### src/rtl/serializer_pkg.sv
// serializer_pkg: shared FSM state type and idle line level for bit_serializer
package serializer_pkg;
  typedef enum logic [1:0] {IDLE, SHIFT, DONE} ser_state_t;
  localparam logic SER_IDLE_LEVEL = 1'b0;
endpackage

### src/rtl/bit_counter.sv
// bit_counter: up-counter with sync clear and enable, flags when count equals the rollover value
module bit_counter #(
  parameter int W = 4
) (
  input  logic         clk,
  input  logic         n_rst,
  input  logic         clr,
  input  logic         en,
  input  logic [W-1:0] max_val,
  output logic         last
);
  logic [W-1:0] cnt;
  always_ff @(posedge clk or negedge n_rst)
    if (!n_rst) cnt <= '0;
    else if (clr) cnt <= '0;
    else if (en) cnt <= last ? '0 : cnt + 1'b1;
  assign last = cnt == max_val;
endmodule

### src/rtl/bit_serializer.sv
// bit_serializer: strobe-paced parallel-to-serial word sender; BIT_SERIALIZER_PARITY_EN appends an even-parity bit
module bit_serializer
  import serializer_pkg::*;
#(
  parameter int NUM_BITS  = 8,
  parameter bit MSB_FIRST = 1
) (
  input  logic                clk,
  input  logic                n_rst,
  input  logic [NUM_BITS-1:0] data_in,
  input  logic                load_valid,
  output logic                load_ready,
  input  logic                shift_strobe,
  output logic                serial_out,
  output logic                busy,
  output logic                done
);
  localparam int CW = $clog2(NUM_BITS + 1);
`ifdef BIT_SERIALIZER_PARITY_EN
  localparam logic [CW-1:0] LAST = CW'(NUM_BITS);
`else
  localparam logic [CW-1:0] LAST = CW'(NUM_BITS - 1);
`endif
  ser_state_t state, state_nx;
  logic [NUM_BITS-1:0] shift_reg;
  logic last, load, step, data_bit, out_bit;
  assign load = state == IDLE && load_valid;
  assign step = state == SHIFT && shift_strobe && !last;
  bit_counter #(.W(CW)) u_bit_cnt (
    .clk     (clk),
    .n_rst   (n_rst),
    .clr     (load),
    .en      (step),
    .max_val (LAST),
    .last    (last)
  );
  always_ff @(posedge clk or negedge n_rst)
    if (!n_rst) state <= IDLE;
    else state <= state_nx;
  always_comb begin
    state_nx = state;
    case (state)
      IDLE:    if (load_valid) state_nx = SHIFT;
      SHIFT:   if (shift_strobe && last) state_nx = DONE;
      default: state_nx = IDLE;
    endcase
  end
  always_ff @(posedge clk or negedge n_rst)
    if (!n_rst) shift_reg <= '0;
    else if (load) shift_reg <= data_in;
    else if (step) shift_reg <= MSB_FIRST ? {shift_reg[NUM_BITS-2:0], 1'b0} : {1'b0, shift_reg[NUM_BITS-1:1]};
  assign data_bit = MSB_FIRST ? shift_reg[NUM_BITS-1] : shift_reg[0];
`ifdef BIT_SERIALIZER_PARITY_EN
  logic parity;
  always_ff @(posedge clk or negedge n_rst)
    if (!n_rst) parity <= 1'b0;
    else if (load) parity <= ^data_in;
  assign out_bit = last ? parity : data_bit;
`else
  assign out_bit = data_bit;
`endif
  assign serial_out = state == SHIFT ? out_bit : SER_IDLE_LEVEL;
  assign load_ready = state == IDLE;
  assign busy       = state == SHIFT;
  assign done       = state == DONE;
endmodule

### config.mk
export PLATFORM = sky130hd
export DESIGN_NAME = bit_serializer
export DESIGN_NICKNAME = d
export VERILOG_FILES = /design/src/rtl/serializer_pkg.sv /design/src/rtl/bit_counter.sv /design/src/rtl/bit_serializer.sv
export SDC_FILE = /design/constraint.sdc
export NUM_CORES = 1
export LEC_CHECK = 0
export BUFFER_PORTS_ARGS = -buffer_cell sky130_fd_sc_hd__buf_4
export CAP_MARGIN = 20
export CORE_MARGIN = 8
export CORE_UTILIZATION = 50
export CTS_BUF_LIST = sky130_fd_sc_hd__clkbuf_4
export DETAILED_ROUTE_END_ITERATION = 8
export GPL_TIMING_DRIVEN = 1
export PLACE_DENSITY_LB_ADDON = 0.05
export SLEW_MARGIN = 15
export SYNTH_ARGS = -nofsm -noshare
export SYNTH_HDL_FRONTEND = slang
export SYNTH_SLANG_ARGS = --single-unit
### constraint.sdc
create_clock -name clk -period 4.04 [get_ports clk]
set_input_delay 0.808 -clock clk [delete_from_list [all_inputs] [get_ports clk]]
set_output_delay 0.808 -clock clk [all_outputs]
set_load 0.01 [all_outputs]
# Word-level counts from Yosys, hierarchy flattened
# Index checks and enable logic that the tools add are counted.
dict set report totals {
  register_bits 14
  in_bits 12
  output_inout_bits 4
  word_cells 26
}
dict set report classes {
  addsub 1
  eq_ne 5
  muxes 9
  reduce_logical 8
}
# op n
set op_table {}
lappend op_table {{2-to-1 mux 8 bit} 2}
lappend op_table {{2-to-1 mux 4 bit} 3}
lappend op_table {{adder 4 x 1 -> 4 bit, second input constant} 1}
lappend op_table {{equality test 4 x 3 -> 1 bit, second input constant} 1}
lappend op_table {{logical AND 1 bit} 4}
lappend op_table {{2-to-1 mux 2 bit} 2}
lappend op_table {{one-hot mux 2 bit (2 select lines)} 1}
lappend op_table {{equality test 2 x 1 -> 1 bit, second input constant} 1}
lappend op_table {{equality test 2 bit, second input constant} 1}
lappend op_table {{zero test 2 bit} 1}
lappend op_table {{inequality test 2 x 1 -> 1 bit, second input constant} 1}
lappend op_table {{inequality test 2 bit, second input constant} 1}
lappend op_table {{AND reduction 2 bit} 1}
lappend op_table {{nonzero test 2 bit} 1}
lappend op_table {{zero test 1 bit} 1}
lappend op_table {{2-to-1 mux 1 bit} 1}

# Logic depth before layout (Yosys ltp)
# Gate-level depths: netlist of run 1.
dict set report logic_depth {
  ltp_word 5
  ltp_mapped 4
  depth_no_buf 4
}

# Modules after synthesis
# From an unflattened synthesis of run 1, not the netlist that was laid out.
dict set report unflattened {
  cells_unflattened 66
  hier_area_um2 758.2
}
# module instances cells_per_inst area_per_inst_um2 seq_area_each_um2
set by_module_without_submodules {}
lappend by_module_without_submodules {bit_serializer 1 39 474.2 250.2}
lappend by_module_without_submodules {bit_counter 1 27 284.0 100.1}

# Worst setup path after synthesis of run 1
# OpenSTA, ideal clock, no wires.
dict set report synth_path {
  kind {register to output}
  startpoint {register state[0]}
  endpoint {output serial_out}
  arrival_time_ns 0.941
  required_time_ns 3.232
  slack_ns 2.291
  stages_incl_launch_ff 3
  path_cell_list {dfrtp_1 > nor2b_1 > and2_1}
}
dict set report synth_via {
  elab_chain_cells 2
}
# item line
set synth_lines {}
lappend synth_lines {{start, declared} bit_serializer.sv:24} ;# ser_state_t state, state_nx;
lappend synth_lines {{start signal, assigned} bit_serializer.sv:39} ;# else state <= state_nx;
lappend synth_lines {{equality test 2 x 1 -> 1 bit} -}
lappend synth_lines {{named net busy} bit_serializer.sv:15} ;# output logic busy,
lappend synth_lines {{2-to-1 mux 1 bit} bit_serializer.sv:62} ;# assign serial_out = state == SHIFT ? out_bit : SER_IDLE_LEVEL;
lappend synth_lines {{end, declared} bit_serializer.sv:14} ;# output logic serial_out,
# The timed path passes the listed nets, and every way through them passes these cells.

# Worst setup path after layout of run 1
dict set report layout_path {
  startpoint {register state[0]}
  endpoint {output serial_out}
}
dict set report layout_via {
  elab_chain_cells 2
}
# item line
set layout_lines {}
lappend layout_lines {{equality test 2 x 1 -> 1 bit} bit_serializer.sv:62}
lappend layout_lines {{2-to-1 mux 1 bit} bit_serializer.sv:62}
# No other way between the ends.

==> qor.csv, run 1 <==
stage,metric,value,unit
logic_synthesis,"Cell Area, Synth",716,sq um
sta,Worst Tran Pin Value,0.766,ns
layout,final non-filler cell total,109,
logic_synthesis,Unique masters post-synth,22,
sta,"Hold Vio Cnt, Final",0,
sta,Fin Clk Skew,0.00233,ns
clock_network,latest clock arrival within the worst-skew pair,0.29,ns
layout,Fill cells,118,
clock_network,Setup Buffers After CTS,0,
placed_design,placed cell count,105,
sta,RSZ-0062 raised after global routing,no,
clock_network,"Reg clk slew, reported paths",0.08,ns
sta,Fmax,482,MHz
sta,max-slew violations,0,
placed_design,quantity of I/O buffers inserted on ports,15,
pwr,Power Density,611,nW/um^2
layout,Area Growth Syn to Fin,21.2,%
detailed_routing,DRT Pass-1 Iters,4,
worst_setup_path,Setup crit start kind,flop,
logic_synthesis,Post-Syn Instances,77,
layout,layout cells sized above 1,0.245,
logic_synthesis,leading post-synthesis cells by cell area,"dfrtp_1 49%, nand2_1 8.9%, o211ai_1 7.3%",
clock_network,CTS tree,built,
floorplanning,Die Width,53.8,microns
logic_synthesis,"area leader, netlist",dfrtp_1,
detailed_routing,Final ANT Viol Nets,0,
clock_network,Num CTS Buffers,3,
logic_synthesis,syn_area_per_cell,9.29,sq um
floorplanning,Core Area,1320,sq um
sta,min cycle time layout,2.08,ns
detailed_routing,average wire per standard cell,15.4,microns
clock_network,# hold bufs at CTS,0,
grt,Total GRT Usage,0.126,
worst_setup_path,type of destination of the critical path,primary output,
status,outcome,finished clean,
pwr,Peak supply drop,0.389,mV
logic_synthesis,Synth top cells by count,"17 x nand2_1, 14 x dfrtp_1, 10 x nand3_1",
detailed_routing,vias per cell,5.80,
sta,Tcrit/Tclk final,0.514,
pwr,Pleak,0.383,nW
floorplanning,die height,53.8,microns
worst_setup_path,crit path kind,flop to primary output,
logic_synthesis,Yosys warning count,0,
detailed_routing,drc violations,0,
logic_synthesis,Post-synth ARST share,1.00,
clock_network,post-cts sizing count,0,
worst_setup_path,"Arr. time, crit path",1.27,ns
placed_design,DP Wirelength,1200,microns
detailed_routing,Iter 0 DRT Violations,16,
grt,wire length of the first global-routing pass,2690,microns
floorplanning,# rows,13,
sta,Final setup viols,0,
worst_setup_path,Worst EP required,3.23,ns
sta,worst hold margin,0.348,ns
worst_setup_path,"Max FO, Critical Path",7,
layout,Nets,108,
clock_network,htree depth,1,
sta,Setup Total Neg Slack,0,ns
detailed_routing,Post-Route WL,1680,microns
logic_synthesis,synthesized flop and latch total,14,
sta,worst rel slew slack,0.488,
flow_run,max cap viols,0,
grt,vias in the first global route,620,
grt,largest net degree at the start of global routing,15,
layout,ant diodes,0,
detailed_routing,Vias,632,
logic_synthesis,Post-Synthesis Net Count,90,
logic_synthesis,sequential fraction of the synthesis area,0.490,
clock_network,Clock Path Buffers,2,
pwr,Final Total Pwr,0.530,mW
placed_design,GPL Wtd Cong,0.729,
grt,GRT Residual Overflow,0,
logic_synthesis,"Top FF cell, synth",dfrtp_1,
floorplanning,Starting Density,0.543,
layout,flip-flop count of the largest register after layout,8,
clock_network,root buf cell,clkbuf_4,
grt,initial antenna violation count,0,
logic_synthesis,cell with the most instances after synthesis,nand2_1,
floorplanning,Ports,16,
floorplanning,Die ar.,2900,sq um
logic_synthesis,area share of the largest cell type after synthesis,0.490,
clock_network,Clock Sinks,14,
min_path,worst hold path type,input pin to asynchronous set/reset pin,
logic_synthesis,"EDFF count, synth",0,
metrics by stage:
stage,setup WS [ns],utilization,instance area [sq um]
3_5_place_dp,1.99,0.638,841
2_1_floorplan,2.29,-,716
4_1_cts,1.95,0.658,867
6_report,1.96,0.658,867
3_3_place_gp,2.04,0.638,841
5_1_grt,1.87,0.658,867
cells in the final DEF (no fill, tap or decap):
cell / Yosys / layout
nand2_1: 17 / 17
buf_4: 0 / 16
dfrtp_1: 14 / 14
nand3_1: 10 / 10
o211ai_1: 7 / 7
o21ai_0: 5 / 5
nor2_1: 4 / 4
a21oi_1: 3 / 3
clkbuf_4: 0 / 3
nor2b_1: 2 / 2
and2_1: 1 / 1
and3b_4: 1 / 1
nor3b_1: 1 / 1
a21o_1: 1 / 1
nand3b_4: 1 / 1
or3b_1: 1 / 1
nand3b_1: 1 / 1
and3b_1: 1 / 1
or4_4: 1 / 1
a21oi_2: 1 / 1
or3_1: 1 / 1
ha_1: 1 / 1
clkinv_1: 0 / 1
worst max-delay path, stage by stage, from the launching register on:
cell	delay (ns)
dfrtp_1	0.48
nor2b_1	0.24
and2_1	0.15
buf_4	0.11
final timing paths:
kind,slack (ns),cells after the start,startpoint,endpoint
max,1.96,3,state[0],serial_out
min,0.35,1,n_rst,shift_reg[7]
max reg2reg,2.38,4,u_bit_cnt.cnt[0],shift_reg[4]
min reg2reg,0.53,2,shift_reg[0],shift_reg[0]
max in group asynchronous,3.53,1,n_rst,shift_reg[0]
min in group clk,0.53,2,shift_reg[0],shift_reg[0]
power breakdown:
part           leakage, nW  switching (mW)  internal, mW
combinational        0.188           0.110        0.0967
sequential           0.179          0.0445         0.194
clock               0.0154          0.0480        0.0360
total                0.383           0.203         0.327
routing by layer:
layer | vias to the layer above | global-route usage | share of wire
met1 | 299 | 0.162 | 0.44
li1 | 307 | - | -
met2 | 21 | 0.181 | 0.46
met3 | 5 | 0.0413 | 0.078
met4 | 0 | 0.0672 | 0.020
met5 | - | 0 | 0
cells by family (layout without fill, tap and decap cells):
group	after synthesis	after routing	share of synthesized area
DFF	14	14	0.490
AOI/OAI and AO/OA	17	17	0.152
and+or+nand+nor	42	42	0.322
adders and majority gates	1	1	0.0175
buffers and inverters	3	20	0.0192
cell type report:
class / instances / area (sq um) / area share
multi-input combinational: 60 / 352 / 0.405
sequential: 14 / 350 / 0.404
timing repair buffer: 16 / 120 / 0.139
clock buffer: 3 / 22.5 / 0.0260
tap: 15 / 18.8 / 0.0216
clock inverter: 1 / 3.75 / 0.00433
No activity file was read; power rests on OpenSTA's default activity.
==> inputs of run 2 (changes only) <==
--- a/config.mk
+++ b/config.mk
@@ -8,7 +8,7 @@
 export BUFFER_PORTS_ARGS = -buffer_cell sky130_fd_sc_hd__buf_4
 export CAP_MARGIN = 20
 export CORE_MARGIN = 8
-export CORE_UTILIZATION = 50
+export CORE_UTILIZATION = 49
 export CTS_BUF_LIST = sky130_fd_sc_hd__clkbuf_4
 export DETAILED_ROUTE_END_ITERATION = 8
 export GPL_TIMING_DRIVEN = 1
==> constraint.sdc (replaced) <==
create_clock -name clk -period 1.7 [get_ports clk]
set_input_delay 0.34 -clock clk [delete_from_list [all_inputs] [get_ports clk]]
set_output_delay 0.34 -clock clk [all_outputs]
set_load 0.01 [all_outputs]
==> qor.csv, run 2 (synthesis results as in run 1) <==
stage,metric,value,unit,change
sta,Final setup viols,0,,unchanged
detailed_routing,Post-Route WL,1580,microns,-6.2%
sta,Worst Tran Pin Value,0.373,ns,-0.393 ns
floorplanning,Starting Density,0.537,,-0.00662
clock_network,Setup Buffers After CTS,0,,unchanged
layout,flip-flop count of the largest register after layout,8,,unchanged
sta,RSZ-0062 raised after global routing,no,,
sta,Fmax,631,MHz,
worst_setup_path,worst r2r dst,u_bit_cnt.cnt[3],,
placed_design,DP Wirelength,1120,microns,-6.7%
detailed_routing,drc violations,0,,unchanged
status,outcome,finished clean,,
worst_setup_path,worst reg2reg startpoint,u_bit_cnt.cnt[0],,
grt,wire length of the first global-routing pass,2440,microns,-9.5%
sta,"Hold Vio Cnt, Final",0,,unchanged
clock_network,root buf cell,clkbuf_4,,
layout,Fill cells,114,,-3.4%
placed_design,GPL Wtd Cong,0.682,,-6.5%
clock_network,latest clock arrival within the worst-skew pair,0.29,ns,about the same
min_path,Hold Crit Endpoint,shift_reg[0],,
detailed_routing,Vias,621,,-1.7%
worst_setup_path,Setup crit start kind,flop,,
clock_network,Num CTS Buffers,3,,unchanged
floorplanning,Ports,16,,unchanged
worst_setup_path,crit-path cells,nor2b_2 -> and2_1 -> buf_4,,
sta,min cycle time layout,1.59,ns,
worst_setup_path,max incr delay on CP,0.47,ns,about the same
floorplanning,Die Width,54.2,microns,+0.71%
pwr,Pleak,0.393,nW,+2.9%
clock_network,Clock Sinks,14,,unchanged
detailed_routing,DRT Pass-1 Iters,4,,unchanged
layout,Area Growth Syn to Fin,24.0,%,
worst_setup_path,worst path bufs/invs,1,,unchanged
worst_setup_path,R2R Setup Slk,0.14,ns,-2.24 ns
grt,initial antenna violation count,0,,unchanged
layout,design area,887,sq um,+2.3%
clock_network,CTS tree,built,,
worst_setup_path,"Arr. time, crit path",1.25,ns,-0.02 ns
flow_run,max cap viols,0,,unchanged
worst_setup_path,"Max FO, Critical Path",7,,unchanged
clock_network,Clock Path Buffers,2,,unchanged
floorplanning,# rows,13,,unchanged
grt,vias in the first global route,573,,-7.6%
worst_setup_path,R2R cell count,4,,unchanged
layout,Nets,110,,+1.9%
sta,Fin Clk Skew,0.00361,ns,+0.00128 ns
placed_design,quantity of I/O buffers inserted on ports,15,,unchanged
worst_setup_path,Crit path max-delay family,flip-flops,,
layout,most frequent cells in the layout,"17 x nand2_1, 17 x buf_4, 14 x dfrtp_1",,
grt,GRT Residual Overflow,0,,unchanged
layout,Register Area,350,sq um,unchanged
pwr,Power Density,1420,nW/um^2,+130%
floorplanning,Die ar.,2940,sq um,+1.4%
sta,Setup Total Neg Slack,0,ns,unchanged
layout,area occupied by multi-input gates,354,sq um,+0.71%
sta,worst rel slew slack,0.751,,+0.263
detailed_routing,Iter 0 DRT Violations,21,,+5
floorplanning,die height,54.2,microns,+0.71%
layout,layout cells sized above 1,0.260,,+0.0157
worst_setup_path,slowest cell on the critical path,dfrtp_1,,
layout,ant diodes,0,,unchanged
grt,Total GRT Usage,0.115,,-0.0105
sta,max-slew violations,0,,unchanged
floorplanning,Core Area,1330,sq um,+1.2%
clock_network,"Reg clk slew, reported paths",0.09,ns,about the same
detailed_routing,vias per cell,5.59,,-3.5%
min_path,hold path depth,3,,
pwr,Peak supply drop,0.782,mV,+100%
detailed_routing,average wire per standard cell,14.2,microns,-7.9%
min_path,worst hold path type,input pin to flop,,
detailed_routing,Final ANT Viol Nets,0,,unchanged
placed_design,"Cell Area, Placed",848,sq um,+0.89%
worst_setup_path,type of destination of the critical path,primary output,,
worst_setup_path,Worst EP required,1.36,ns,-1.87 ns
clock_network,htree depth,1,,unchanged
min_path,min-delay src,data_in[0],,
worst_setup_path,crit path kind,flop to primary output,,
grt,largest net degree at the start of global routing,15,,unchanged
sta,Tcrit/Tclk final,0.933,,
-- run 2: per-layer routing --
layer	global-route usage	routed length, microns
met5	0	0
met4	0.0738	40
met3	0.0407	121
met2	0.177	711
met1	0.133	704
-- run 2: worst reg2reg max path: cells and delay by family (launching register included) --
kind / cells / cell delay, ns
simple gates: 2 / 0.73
flops: 1 / 0.41
fa+ha+maj: 1 / 0.24
compound gates: 1 / 0.12
-- run 2: area by class of cell --
class                           instances  area share
Multi-Input combinational cell         60       0.399
Sequential cell                        14       0.395
Timing Repair Buffer                   18       0.155
Clock buffer                            3      0.0254
Tap cell                               15      0.0212
Clock inverter                          1     0.00423
-- run 2: repair_timing --
| item | 4_1_cts | 5_1_grt |
|---|---|---|
| resized for setup | 0 | 1 |
| hold buffers | 1 | 0 |
| setup endpoints to repair | 0 | 1 |
| endpoints found under the hold margin | 14 | 0 |
-- run 2: per-stage QoR --
stage	hold slack, ns	utilization	total power [mW]	std cells	worst slack [ns]
detailed placement	0.199	0.636	1.07	106	0.155
CTS	0.268	0.663	1.27	111	0.0687
floorplan	0.0444	-	0.892	77	0.201
global route	0.281	0.665	1.35	111	0.0239
global placement	0.198	0.636	1.05	106	0.183
finish	0.260	0.665	1.26	111	0.114
-- run 2: worst max path at each step --
stage	depth (start not counted)	slack, ns	from	to
5_1_grt	3	0.02	state[0]	serial_out
6_report	3	0.11	state[0]	serial_out
3_5_place_dp	4	0.16	u_bit_cnt.cnt[0]	u_bit_cnt.cnt[3]
4_1_cts	3	0.07	state[0]	serial_out
3_3_place_gp	4	0.18	u_bit_cnt.cnt[0]	u_bit_cnt.cnt[3]
2_1_floorplan	4	0.20	u_bit_cnt.cnt[0]	u_bit_cnt.cnt[3]
-- run 2: power breakdown --
group	internal, mW	switching [mW]	leakage, nW
clock network	0.0854	0.112	0.0154
registers	0.461	0.0995	0.179
logic	0.245	0.258	0.199
total	0.791	0.470	0.393
==> inputs of run 3 (changes only) <==
--- a/config.mk
+++ b/config.mk
@@ -5,14 +5,16 @@
 export SDC_FILE = /design/constraint.sdc
 export NUM_CORES = 1
 export LEC_CHECK = 0
+export ABC_AREA = 1
 export BUFFER_PORTS_ARGS = -buffer_cell sky130_fd_sc_hd__buf_4
 export CAP_MARGIN = 20
 export CORE_MARGIN = 8
-export CORE_UTILIZATION = 49
+export CORE_UTILIZATION = 50
 export CTS_BUF_LIST = sky130_fd_sc_hd__clkbuf_4
 export DETAILED_ROUTE_END_ITERATION = 8
-export GPL_TIMING_DRIVEN = 1
+export GPL_TIMING_DRIVEN = 0
 export PLACE_DENSITY_LB_ADDON = 0.05
+export SKIP_LAST_GASP = 1
 export SLEW_MARGIN = 15
 export SYNTH_ARGS = -nofsm -noshare
 export SYNTH_HDL_FRONTEND = slang
==> qor.csv, run 3 <==
stage,metric,value,unit,change
grt,largest net degree at the start of global routing,15,,unchanged
worst_setup_path,"Max FO, Critical Path",4,,-3
worst_setup_path,"Arr. time, crit path",1.07,ns,-0.18 ns
grt,met2 usage,0.186,,+0.00842
floorplanning,Ports,16,,unchanged
clock_network,"Reg clk slew, reported paths",0.09,ns,about the same
grt,Total GRT Usage,0.114,,-0.00153
floorplanning,Die Width,55.8,microns,+3.0%
logic_synthesis,sequential fraction of the synthesis area,0.442,,-0.0479
clock_network,htree depth,1,,unchanged
layout,Register Area,350,sq um,unchanged
sta,max-slew violations,0,,unchanged
clock_network,post-cts sizing count,0,,unchanged
detailed_routing,DRT Pass-1 Iters,4,,unchanged
logic_synthesis,"Cell Area, Synth",793,sq um,+11%
sta,"Hold Vio Cnt, Final",0,,unchanged
logic_synthesis,adder-cell area share of the yosys netlist,0.0158,,-0.00171
grt,GRT Residual Overflow,0,,unchanged
detailed_routing,Vias,674,,+8.5%
logic_synthesis,Post-synth ARST share,1.00,,unchanged
logic_synthesis,mux cell area share after synthesis,0,,unchanged
worst_setup_path,type of destination of the critical path,primary output,,
layout,Area Growth Syn to Fin,21.3,%,
logic_synthesis,leading post-synthesis cells by cell area,"dfrtp_1 44%, nand3_1 9.5%, nand2_1 8.5%",,
detailed_routing,Iter 0 DRT Violations,12,,-43%
pwr,Pleak,0.497,nW,+26%
sta,Tcrit/Tclk final,0.827,,-0.106
logic_synthesis,Unique masters post-synth,18,,-18%
logic_synthesis,cell with the most instances after synthesis,nand2_1,,
logic_synthesis,"Top FF cell, synth",dfrtp_1,,
floorplanning,Die ar.,3120,sq um,+6.0%
layout,Nets,125,,+14%
worst_setup_path,crit path kind,flop to primary output,,
sta,Setup Total Neg Slack,0,ns,unchanged
layout,most frequent cells in the layout,"18 x nand2_1, 16 x buf_4, 15 x nand3_1",,
placed_design,Setup WS pre-CTS,0.388,ns,+0.233 ns
clock_network,# hold bufs at CTS,1,,unchanged
detailed_routing,Final ANT Viol Nets,0,,unchanged
logic_synthesis,Yosys warning count,0,,unchanged
clock_network,latest clock arrival within the worst-skew pair,0.28,ns,about the same
grt,wire length of the first global-routing pass,2900,microns,+19%
clock_network,Num CTS Buffers,3,,unchanged
pwr,Peak supply drop,0.712,mV,-9.0%
sta,Final setup viols,0,,unchanged
logic_synthesis,main combinational cell family by area after synthesis,simple AND/OR/NAND/NOR gates,,
detailed_routing,Post-Route WL,1610,microns,+2.2%
logic_synthesis,area share of the largest cell type after synthesis,0.442,,-0.0479
floorplanning,Core Area,1490,sq um,+12%
detailed_routing,average wire per standard cell,12.7,microns,-11%
placed_design,GPL Wtd Cong,0.715,,+4.9%
pwr,Power Density,1430,nW/um^2,+0.58%
layout,layout cells sized above 1,0.333,,+0.0729
grt,met3 Usage GRT,0.0411,,+0.000445
logic_synthesis,synthesized flop and latch total,14,,unchanged
detailed_routing,drc violations,0,,unchanged
logic_synthesis,Synth top cells by count,"18 x nand2_1, 15 x nand3_1, 14 x dfrtp_1",,
layout,ant diodes,0,,unchanged
sta,Fmax,712,MHz,+13%
sta,Worst Tran Pin Value,0.249,ns,-0.124 ns
grt,gr busiest metal,met2,,
logic_synthesis,Post-Syn Instances,91,,+18%
grt,met1 Usage GRT,0.120,,-0.0126
logic_synthesis,compound-gate portion of the synthesized area,0.0126,,-0.139
layout,Fill cells,132,,+16%
floorplanning,Starting Density,0.533,,-0.00381
status,outcome,finished clean,,
layout,area occupied by multi-input gates,358,sq um,+1.1%
min_path,worst hold path type,input pin to flop,,
clock_network,Setup Buffers After CTS,0,,unchanged
placed_design,quantity of I/O buffers inserted on ports,15,,unchanged
sta,RSZ-0062 raised after global routing,no,,
placed_design,DP Wirelength,1190,microns,+6.3%
layout,most common library cell in the layout ignoring fill and taps,nand2_1,,
logic_synthesis,Post-Synthesis Net Count,104,,+16%
worst_setup_path,Setup crit start kind,flop,,
sta,worst rel slew slack,0.834,,+0.0829
logic_synthesis,syn_area_per_cell,8.72,sq um,-6.2%
logic_synthesis,"area leader, netlist",dfrtp_1,,
worst_setup_path,Worst EP required,1.36,ns,about the same
logic_synthesis,Post-Synth XOR/XNOR Area,0,,unchanged
grt,vias in the first global route,675,,+18%
clock_network,Clock Sinks,14,,unchanged
floorplanning,die height,55.8,microns,+3.0%
logic_synthesis,"EDFF count, synth",0,,unchanged
floorplanning,# rows,14,,+1
clock_network,root buf cell,clkbuf_4,,
sta,min cycle time layout,1.41,ns,-0.180 ns
flow_run,max cap viols,0,,unchanged
detailed_routing,vias per cell,5.31,,-5.1%
clock_network,CTS tree,built,,
sta,Fin Clk Skew,0.00526,ns,+0.00166 ns
grt,initial antenna violation count,0,,unchanged
sta,"Worst Setup Slack, final",0.295,ns,+0.180 ns
clock_network,Clock Path Buffers,2,,unchanged
layout,flip-flop count of the largest register after layout,8,,unchanged
logic_synthesis,Synth Area in Simple Gates,0.423,,+0.101
-- run 3: power breakdown --
group | leakage, nW | internal (mW) | switching [mW]
logic | 0.303 | 0.273 | 0.339
clock network | 0.0154 | 0.0851 | 0.106
registers | 0.179 | 0.469 | 0.102
total | 0.497 | 0.828 | 0.548
-- run 3: final timing paths --
kind / startpoint / endpoint / slack (ns) / cells past startpoint
setup / recovery: state[1] / serial_out / 0.29 / 4
hold / removal: data_in[0] / shift_reg[0] / 0.26 / 3
setup reg to reg: u_bit_cnt.cnt[0] / shift_reg[1] / 0.38 / 6
hold reg to reg: shift_reg[7] / shift_reg[7] / 0.51 / 2
max in group asynchronous: n_rst / state[0] / 1.08 / 2
min in group asynchronous: n_rst / shift_reg[3] / 0.45 / 2
-- run 3: cell type report --
type / count / area share
Multi-Input combinational cell: 64 / 0.372
Tap cell: 16 / 0.0208
Clock buffer: 3 / 0.0234
Clock inverter: 1 / 0.00390
Inverter: 8 / 0.0312
Timing Repair Buffer: 16 / 0.127
Buffer: 5 / 0.0572
Sequential cell: 14 / 0.364
-- run 3: stage by stage --
step	util	hold slack, ns	instance area (sq um)	total power, mW	instances
5_1_grt	0.646	0.233	962	1.50	127
3_5_place_dp	0.622	0.201	926	1.20	122
6_report	0.646	0.257	962	1.38	127
3_3_place_gp	0.622	0.201	926	1.18	122
4_1_cts	0.646	0.245	962	1.40	127
2_1_floorplan	-	0.0444	793	1.02	91
-- run 3: critical path, stage by stage (launching register included) --
cell and delay [ns]:
dfrtp_1 0.39, inv_1 0.08, nand2_2 0.09, nor2_1 0.10, buf_4 0.12
-- run 3: layer usage --
layer | share of wire | vias up
met5 | 0 | -
met1 | 0.44 | 316
met3 | 0.041 | 4
met4 | 0.018 | 0
li1 | - | 343
met2 | 0.50 | 11
-- run 3: cell families (layout without fill, tap and decap cells) --
logic type | Yosys count | count (layout)
buffers and inverters | 13 | 33
DFF | 14 | 14
adders and majority gates | 1 | 1
and+or+nand+nor | 61 | 61
AOI/OAI and AO/OA | 2 | 2
